**src/rtl/fetch_pkg.sv**
```systemverilog
// Shared fetch-stage definitions.
// Provides the word/address typedefs used by fetch, decode and the
// instruction memory, the fetch FSM state encoding and the default reset
// PC and halt encoding.
package fetch_pkg;

    typedef logic [31:0] word_t;
    typedef logic [31:0] addr_t;

    typedef enum logic [0:0] {
        FSM_RUN    = 1'b0,
        FSM_HALTED = 1'b1
    } fetch_state_e;

    // The zero word halts fetch, so running off the end of a zero-filled
    // memory stops the stage cleanly.
    localparam word_t HALT_INST_DEFAULT = 32'h0000_0000;
    localparam addr_t RESET_PC_DEFAULT  = 32'h0000_0000;
    localparam addr_t PC_STEP_DEFAULT   = 32'h0000_0001;

endpackage

```
**src/rtl/fetch_pc_reg.sv**
```systemverilog
// Program-counter register with its next-PC selection.
// Ports:
//   clk, rst     - clock, asynchronous active-high reset (pc -> RESET_PC)
//   redirect     - load redirect_pc (highest priority)
//   hold         - keep the current pc
//   redirect_pc  - redirect target (word address)
//   pc           - next address to fetch
// With neither redirect nor hold the pc advances by PC_STEP, wrapping
// modulo 2^32.
module fetch_pc_reg
    import fetch_pkg::*;
#(
    parameter addr_t RESET_PC = RESET_PC_DEFAULT,
    parameter addr_t PC_STEP  = PC_STEP_DEFAULT
) (
    input  logic  clk,
    input  logic  rst,
    input  logic  redirect,
    input  logic  hold,
    input  addr_t redirect_pc,
    output addr_t pc
);

    addr_t pc_r;
    addr_t pc_next_s;

    // Next-PC selection: redirect beats hold, hold beats increment.
    always_comb begin
        pc_next_s = pc_r;
        if (redirect) begin
            pc_next_s = redirect_pc;
        end else if (hold) begin
            pc_next_s = pc_r;
        end else begin
            pc_next_s = pc_r + PC_STEP;
        end
    end

    // PC state register.
    always_ff @(posedge clk or posedge rst) begin
        if (rst) begin
            pc_r <= RESET_PC;
        end else begin
            pc_r <= pc_next_s;
        end
    end

    assign pc = pc_r;

endmodule

```
**src/rtl/fetch_unit.sv**
```systemverilog
// Fetch stage in front of a single-cycle registered instruction memory.
// Ports:
//   clk, rst        - clock, asynchronous active-high reset
//   stall           - hold PC and the decode-side instruction
//   redirect_valid  - taken branch/jump; redirect_pc is the target
//   imem_pc         - read address to instruction memory
//   imem_inst       - read data, one cycle after the address
//   id_inst, id_pc  - instruction and its PC presented to decode
//   id_valid        - id_inst/id_pc are live
//   halted          - fetch permanently stopped until reset
//   fetch_count     - instructions delivered (wraps modulo 2^32)
// req_pc/req_valid track the word currently on imem_inst. During a stall
// the memory re-reads req_pc so imem_inst stays stable without a skid
// buffer.
module fetch_unit
    import fetch_pkg::*;
#(
    parameter addr_t RESET_PC  = RESET_PC_DEFAULT,
    parameter word_t HALT_INST = HALT_INST_DEFAULT,
    parameter addr_t PC_STEP   = PC_STEP_DEFAULT
) (
    input  logic        clk,
    input  logic        rst,
    input  logic        stall,
    input  logic        redirect_valid,
    input  logic [31:0] redirect_pc,
    output logic [31:0] imem_pc,
    input  logic [31:0] imem_inst,
    output logic [31:0] id_inst,
    output logic [31:0] id_pc,
    output logic        id_valid,
    output logic        halted,
    output logic [31:0] fetch_count
);

    fetch_state_e fsm_r;
    addr_t        req_pc_r;
    logic         req_valid_r;
    logic         halted_r;
    logic [31:0]  fetch_count_r;

    addr_t pc_s;
    logic  run_s;
    logic  id_valid_s;
    logic  halt_take_s;
    logic  redirect_take_s;
    logic  hold_s;
    logic  deliver_s;

    assign run_s           = (fsm_r == FSM_RUN);
    // A redirect in flight kills whatever word is on imem_inst this cycle.
    assign id_valid_s      = req_valid_r & ~redirect_valid & run_s;
    assign halt_take_s     = id_valid_s & ~stall & (imem_inst == HALT_INST);
    assign redirect_take_s = run_s & redirect_valid;
    assign hold_s          = ~run_s | stall | halt_take_s;
    assign deliver_s       = id_valid_s & ~stall;

    fetch_pc_reg #(
        .RESET_PC (RESET_PC),
        .PC_STEP  (PC_STEP)
    ) u_pc_reg (
        .clk         (clk),
        .rst         (rst),
        .redirect    (redirect_take_s),
        .hold        (hold_s),
        .redirect_pc (redirect_pc),
        .pc          (pc_s)
    );

    // Request tracking, run/halt FSM and delivered-instruction counter.
    always_ff @(posedge clk or posedge rst) begin
        if (rst) begin
            fsm_r         <= FSM_RUN;
            req_pc_r      <= 32'h0000_0000;
            req_valid_r   <= 1'b0;
            halted_r      <= 1'b0;
            fetch_count_r <= 32'h0000_0000;
        end else begin
            case (fsm_r)
                FSM_RUN: begin
                    if (redirect_valid) begin
                        req_valid_r <= 1'b0;
                    end else if (stall) begin
                        req_valid_r <= req_valid_r;
                    end else if (halt_take_s) begin
                        fsm_r       <= FSM_HALTED;
                        req_valid_r <= 1'b0;
                        halted_r    <= 1'b1;
                    end else begin
                        req_pc_r    <= pc_s;
                        req_valid_r <= 1'b1;
                    end
                    if (deliver_s) begin
                        fetch_count_r <= fetch_count_r + 32'h0000_0001;
                    end else begin
                        fetch_count_r <= fetch_count_r;
                    end
                end
                FSM_HALTED: begin
                    req_valid_r <= 1'b0;
                    halted_r    <= 1'b1;
                end
                default: begin
                    // Unreachable encoding: park in the safe, quiet state.
                    fsm_r       <= FSM_HALTED;
                    req_valid_r <= 1'b0;
                    halted_r    <= 1'b1;
                end
            endcase
        end
    end

    assign imem_pc     = (stall & req_valid_r) ? req_pc_r : pc_s;
    assign id_pc       = req_pc_r;
    assign id_inst     = imem_inst;
    assign id_valid    = id_valid_s;
    assign halted      = halted_r;
    assign fetch_count = fetch_count_r;

endmodule

```
**config.mk**
```make
export PLATFORM = sky130hd
export DESIGN_NAME = fetch_unit
export DESIGN_NICKNAME = d
export VERILOG_FILES = /design/src/rtl/fetch_pkg.sv /design/src/rtl/fetch_pc_reg.sv /design/src/rtl/fetch_unit.sv
export SDC_FILE = /design/constraint.sdc
export NUM_CORES = 1
export LEC_CHECK = 0
export CAP_MARGIN = 10
export CORE_MARGIN = 4
export CORE_UTILIZATION = 37
export DETAILED_ROUTE_END_ITERATION = 7
export GPL_ROUTABILITY_DRIVEN = 0
export HOLD_SLACK_MARGIN = 0.08
export PLACE_DENSITY = 0.82
export SYNTH_ARGS = -nofsm -noshare
export SYNTH_HDL_FRONTEND = slang
export SYNTH_SLANG_ARGS = --single-unit
```
**constraint.sdc**
```tcl
create_clock -name clk -period 3.92 [get_ports clk]
set_input_delay 1.176 -clock clk [delete_from_list [all_inputs] [get_ports clk]]
set_output_delay 1.176 -clock clk [all_outputs]
set_load 0.05 [all_outputs]
```
After elaboration in Yosys (flattened, before gate mapping)
Index checks and enable logic that the tools add are counted.
- bits in registers: 99
- input port bits: 68
- output and inout bits: 130
- word-level logic and storage cells: 44
- add/sub/neg operators: 2
- equality and inequality tests: 5
- mux-type cells: 15
- bitwise logic cells: 12
- reductions and logical operators: 4
- operators with widths (kind ; count):
    two-way mux 32 bit ; 3
    adder 32 x 1 -> 32 bit (second input constant) ; 2
    logical NOT 32 bit ; 1
    two-way mux 1 bit ; 10
    bitwise AND 1 bit ; 6
    != test 2 bit (second input constant) ; 3
    NOT 1 bit ; 4
    case mux 1 bit (2 select lines) ; 2
    AND reduction 4 bit ; 1
    != test 3 bit (second input constant) ; 1
    AND reduction 3 bit ; 1
    != test 2 x 1 -> 1 bit (second input constant) ; 1
    OR 1 bit ; 2
    AND reduction 2 bit ; 1

Depth between registers and ports, before layout
- word-level depth: 9
- mapped depth: 7
- gate-level depth less buffers: 5

Modules after synthesis
From an unflattened synthesis, not the netlist that was laid out.
- cells, all modules: 494
- area, all modules: 5367.6 um2
- modules (own cells, without submodules) (module ; instances ; cells an instance ; area each (um2) ; seq. area each (um2)):
    fetch_unit ; 1 ; 284 ; 3470.8 ; 1676.6
    fetch_pc_reg ; 1 ; 210 ; 1896.8 ; 800.8

Least setup slack after synthesis
No wires, ideal clock.
- path type: input port to output port
- start point: input stall
- end point: output imem_pc[10]
- arrival: 2144 ps
- required time: 2744 ps
- setup slack: 600 ps
- stages: 3
- buffers on the path: 1
- path through: nand2_1 > buf_1 > mux2_2
- word-level cells in the longest chain between the ends: 2
- ends and longest elaborated chain (element ; line ; text):
    start: declaration ; fetch_unit.sv:24 ; input logic stall,
    bitwise AND 1 bit ; fetch_unit.sv:113 ; assign imem_pc = (stall & req_valid_r) ? req_pc_r : pc_s;
    two-way mux 32 bit ; fetch_unit.sv:113 ;
    end: declaration ; fetch_unit.sv:27 ; output logic [31:0] imem_pc,
No other way between the ends.

Worst setup path after layout
- start point: input stall
- end point: output imem_pc[7]
The elaborated chain is that of the path after synthesis.

==> results.toml <==
[die]
core_um2 = 14500
die_h_um = 130
initial_core_util_pct = 37.7
die_w_um = 130
die-area_um2 = 16800
rows = 44
ioPinCount = 198

[power]
peakVddDrop_mv = 0.388
p_leak_nw = 3.24
switching_share_pct = 36.6
total_power_mw = 3.47
switchingPower_mw = 1.27
clkPwrFrac_pct = 29.9
intPower_mw = 2.20
powerDensity_nw_per_um2 = 454
p_seq_share_pct = 36.6
p_comb_share_pct = 33.5

[critical_path]
max_stage_delay_ns = 0.42
path_class = "primary input to output port"
crit_family = "buffers and inverters"
critical_path.cell_chain = "clkdlybuf4s50_1, nand2_1, buf_12, mux2_2, buf_4"
end_kind = "output port"
reg2reg_depth = 5
worstSetupPathDepth = 5
cp.required_ns = 2.74
start_kind = "primary input"
crit_fanout = 26
arrival_ns = 2.50
crit_slowest_cell = "clkdlybuf4s50_1"
critPathBufInv = 3

[synth]
synth_edf_count = 0
syn_nets = 577
avgSynthCellArea_um2 = 10.8
synth-seq-cells = 99
seq_area_frac_synth_pct = 45.3
synthArstFlopShare_pct = 100
ys_warn_count = 0
synth_most_common_cell = "dfrtp_1"
syn_inst = 507
yosysUniqueCellTypes = 52
ys.flop_type = "dfrtp_1"
ys_top_cells_by_area = "dfrtp_1 (45%), mux2_2 (8.2%), mux2_1 (5.2%)"
netlist.area_leader.share_pct = 45.3
syn_area_um2 = 5460
synth_commonest_cells = "dfrtp_1 (99), mux2_2 (40), nand2_1 (37)"
yosysTopAreaCell = "dfrtp_1"

[cts]
cts_tree = "yes"
path_clk_slew_ns = 0.07
clk_latency_ns = 0.35
postCtsHoldBufs = 0
htreeDepth = 3
cts-root-buf = "clkbuf_16"
post-cts-setup-buffer-count = 0
cts_resized = 0
cts_buffers = 9
clock-sinks = 99
clock_path_buffers = 2

[global_route]
grt_pass1_vias = 4883
grt_max_degree = 75
grt_pass1_wl_um = 25000
grt.overflow.total = 0
grt_use_total_pct = 18.6
antenna_found_initial = 0

[outcome]
status = "finished clean"

[layout]
fin_nets = 748
drive_gt1_share_pct = 23.1
final_area_um2 = 7650
diodes = 0
syn_to_final_growth_pct = 40.1

[sta]
worst_slew_pin_slew_ns = 0.929
clock_skew_ns = 0.00872
max_freq_mhz = 272
setup_violations = 0
hold_viol = 0
slew_headroom_pct = 38.1
period_needed_ns = 3.68
hold_slack_ns = 0.470
slew_violations = 0
rsz0062_at_grt = "false"
fin_setup_tns_ns = 0
final.period_utilization_pct = 93.9

[detailed_routing]
viasPerCell = 5.52
ant_nets = 0
vias = 4782
drtPass1Iterations = 5
wl_per_cell_um = 17.9
drtIter0Drc = 315
drc = 0
routed_wirelength_um = 15500

[job]
cap_violations = 0

[worst_hold_path]
hold_path_depth = 1
hp-class = "register to register"

[placed_design]
io_buffer_count = 197
dpl_cell_area_um2 = 7300
dp_hpwl_um = 11900
worst register-to-register path, delay by kind of cell (launching register included):
| kind | cells | cell delay [ns] |
|---|---|---|
| simple gates | 3 | 1.15 |
| flops | 1 | 0.46 |
| compound gates | 2 | 0.55 |
power by group through the flow:
| stage | clock network, mW | logic [mW] | registers, mW |
|---|---|---|---|
| floorplan | 0 | 0.509 | 1.54 |
| detailed placement | 0 | 1.17 | 1.29 |
| finish | 1.04 | 1.16 | 1.27 |
| global route | 1.10 | 1.22 | 1.29 |
| global placement | 0 | 1.15 | 1.28 |
| CTS | 1.06 | 1.17 | 1.27 |
metrics by stage:
step / util (%) / worst slack [ns] / cells
after global routing: 52.9 / 0.180 / 867
after detailed placement: 50.4 / 0.235 / 851
after CTS: 52.9 / 0.231 / 867
final: 52.9 / 0.240 / 867
after floorplan: - / 0.154 / 507
after global placement: 50.4 / 0.266 / 851
final cells by class:
type                       count  area, um^2
clock buffer                  10         239
clock inverter                 6         113
fill                        1241        6830
inverter                       6        25.0
multi-input combinational    347        2600
sequential                    99        2480
tap                          184         230
timing repair buffer         215        1970
cells by family (layout without fill, tap and decap cells):
| kind of cell | after synthesis | in the layout | synth area share (%) |
|---|---|---|---|
| compound gates | 76 | 76 | 10.6 |
| fa+ha+maj | 2 | 2 | 0.458 |
| simple gates | 173 | 173 | 18.1 |
| buf+inv | 61 | 237 | 7.12 |
| flops | 99 | 99 | 45.3 |
| xor+xnor | 31 | 31 | 4.97 |
| mux | 65 | 65 | 13.4 |
layout by cell type, fill, tap and decap left out, types with 2 or more instances in the layout:
cell / Yosys / layout
nor2_1: 34 / 33
a311oi_1: 8 / 8
xnor2_1: 26 / 26
nand2b_1: 4 / 4
inv_1: 6 / 5
nand2_1: 37 / 37
a2bb2oi_1: 2 / 2
nor4_4: 2 / 2
o31a_1: 5 / 5
xor2_1: 5 / 5
buf_4: 35 / 81
a211oi_1: 9 / 9
clkinv_4: 0 / 2
o31ai_1: 12 / 12
bufinv_16: 0 / 3
nand4_1: 14 / 14
o21ai_0: 5 / 5
nor2_2: 1 / 2
and2_1: 6 / 6
a21oi_1: 8 / 8
clkdlybuf4s50_1: 0 / 132
a31o_2: 4 / 4
clkbuf_16: 0 / 9
dfrtp_1: 99 / 99
and4_1: 12 / 12
nand3_1: 20 / 20
buf_12: 0 / 2
mux2_2: 40 / 40
ha_1: 2 / 2
and3_1: 18 / 18
nor4_1: 9 / 9
nor3_1: 6 / 6
a41o_1: 2 / 2
o22ai_1: 2 / 2
mux2_1: 25 / 25
a31oi_1: 12 / 12
per-layer routing:
layer / global-route usage, % / routed length [um]
met5: 0 / 0
met4: 5.99 / 244
met3: 3.83 / 1130
met2: 32.8 / 7860
met1: 22.9 / 6310
registers in the layout, summed over array words and instances (netlist names):
name	count
fetch_count	32
id_pc	32
u_pc_reg.pc	32
fsm_r	1
halted	1
req_valid_r	1
worst paths after layout:
kind                                  from               to  slack, ns
setup / recovery                     stall       imem_pc[7]       0.24
hold / removal             fetch_count[31]  fetch_count[31]       0.47
setup reg to reg           u_pc_reg.pc[10]  u_pc_reg.pc[27]       1.64
hold reg to reg            fetch_count[31]  fetch_count[31]       0.47
max in group asynchronous              rst  u_pc_reg.pc[27]       1.73
min in group asynchronous              rst         id_pc[8]       1.39
(Power assumes the default switching activity.)
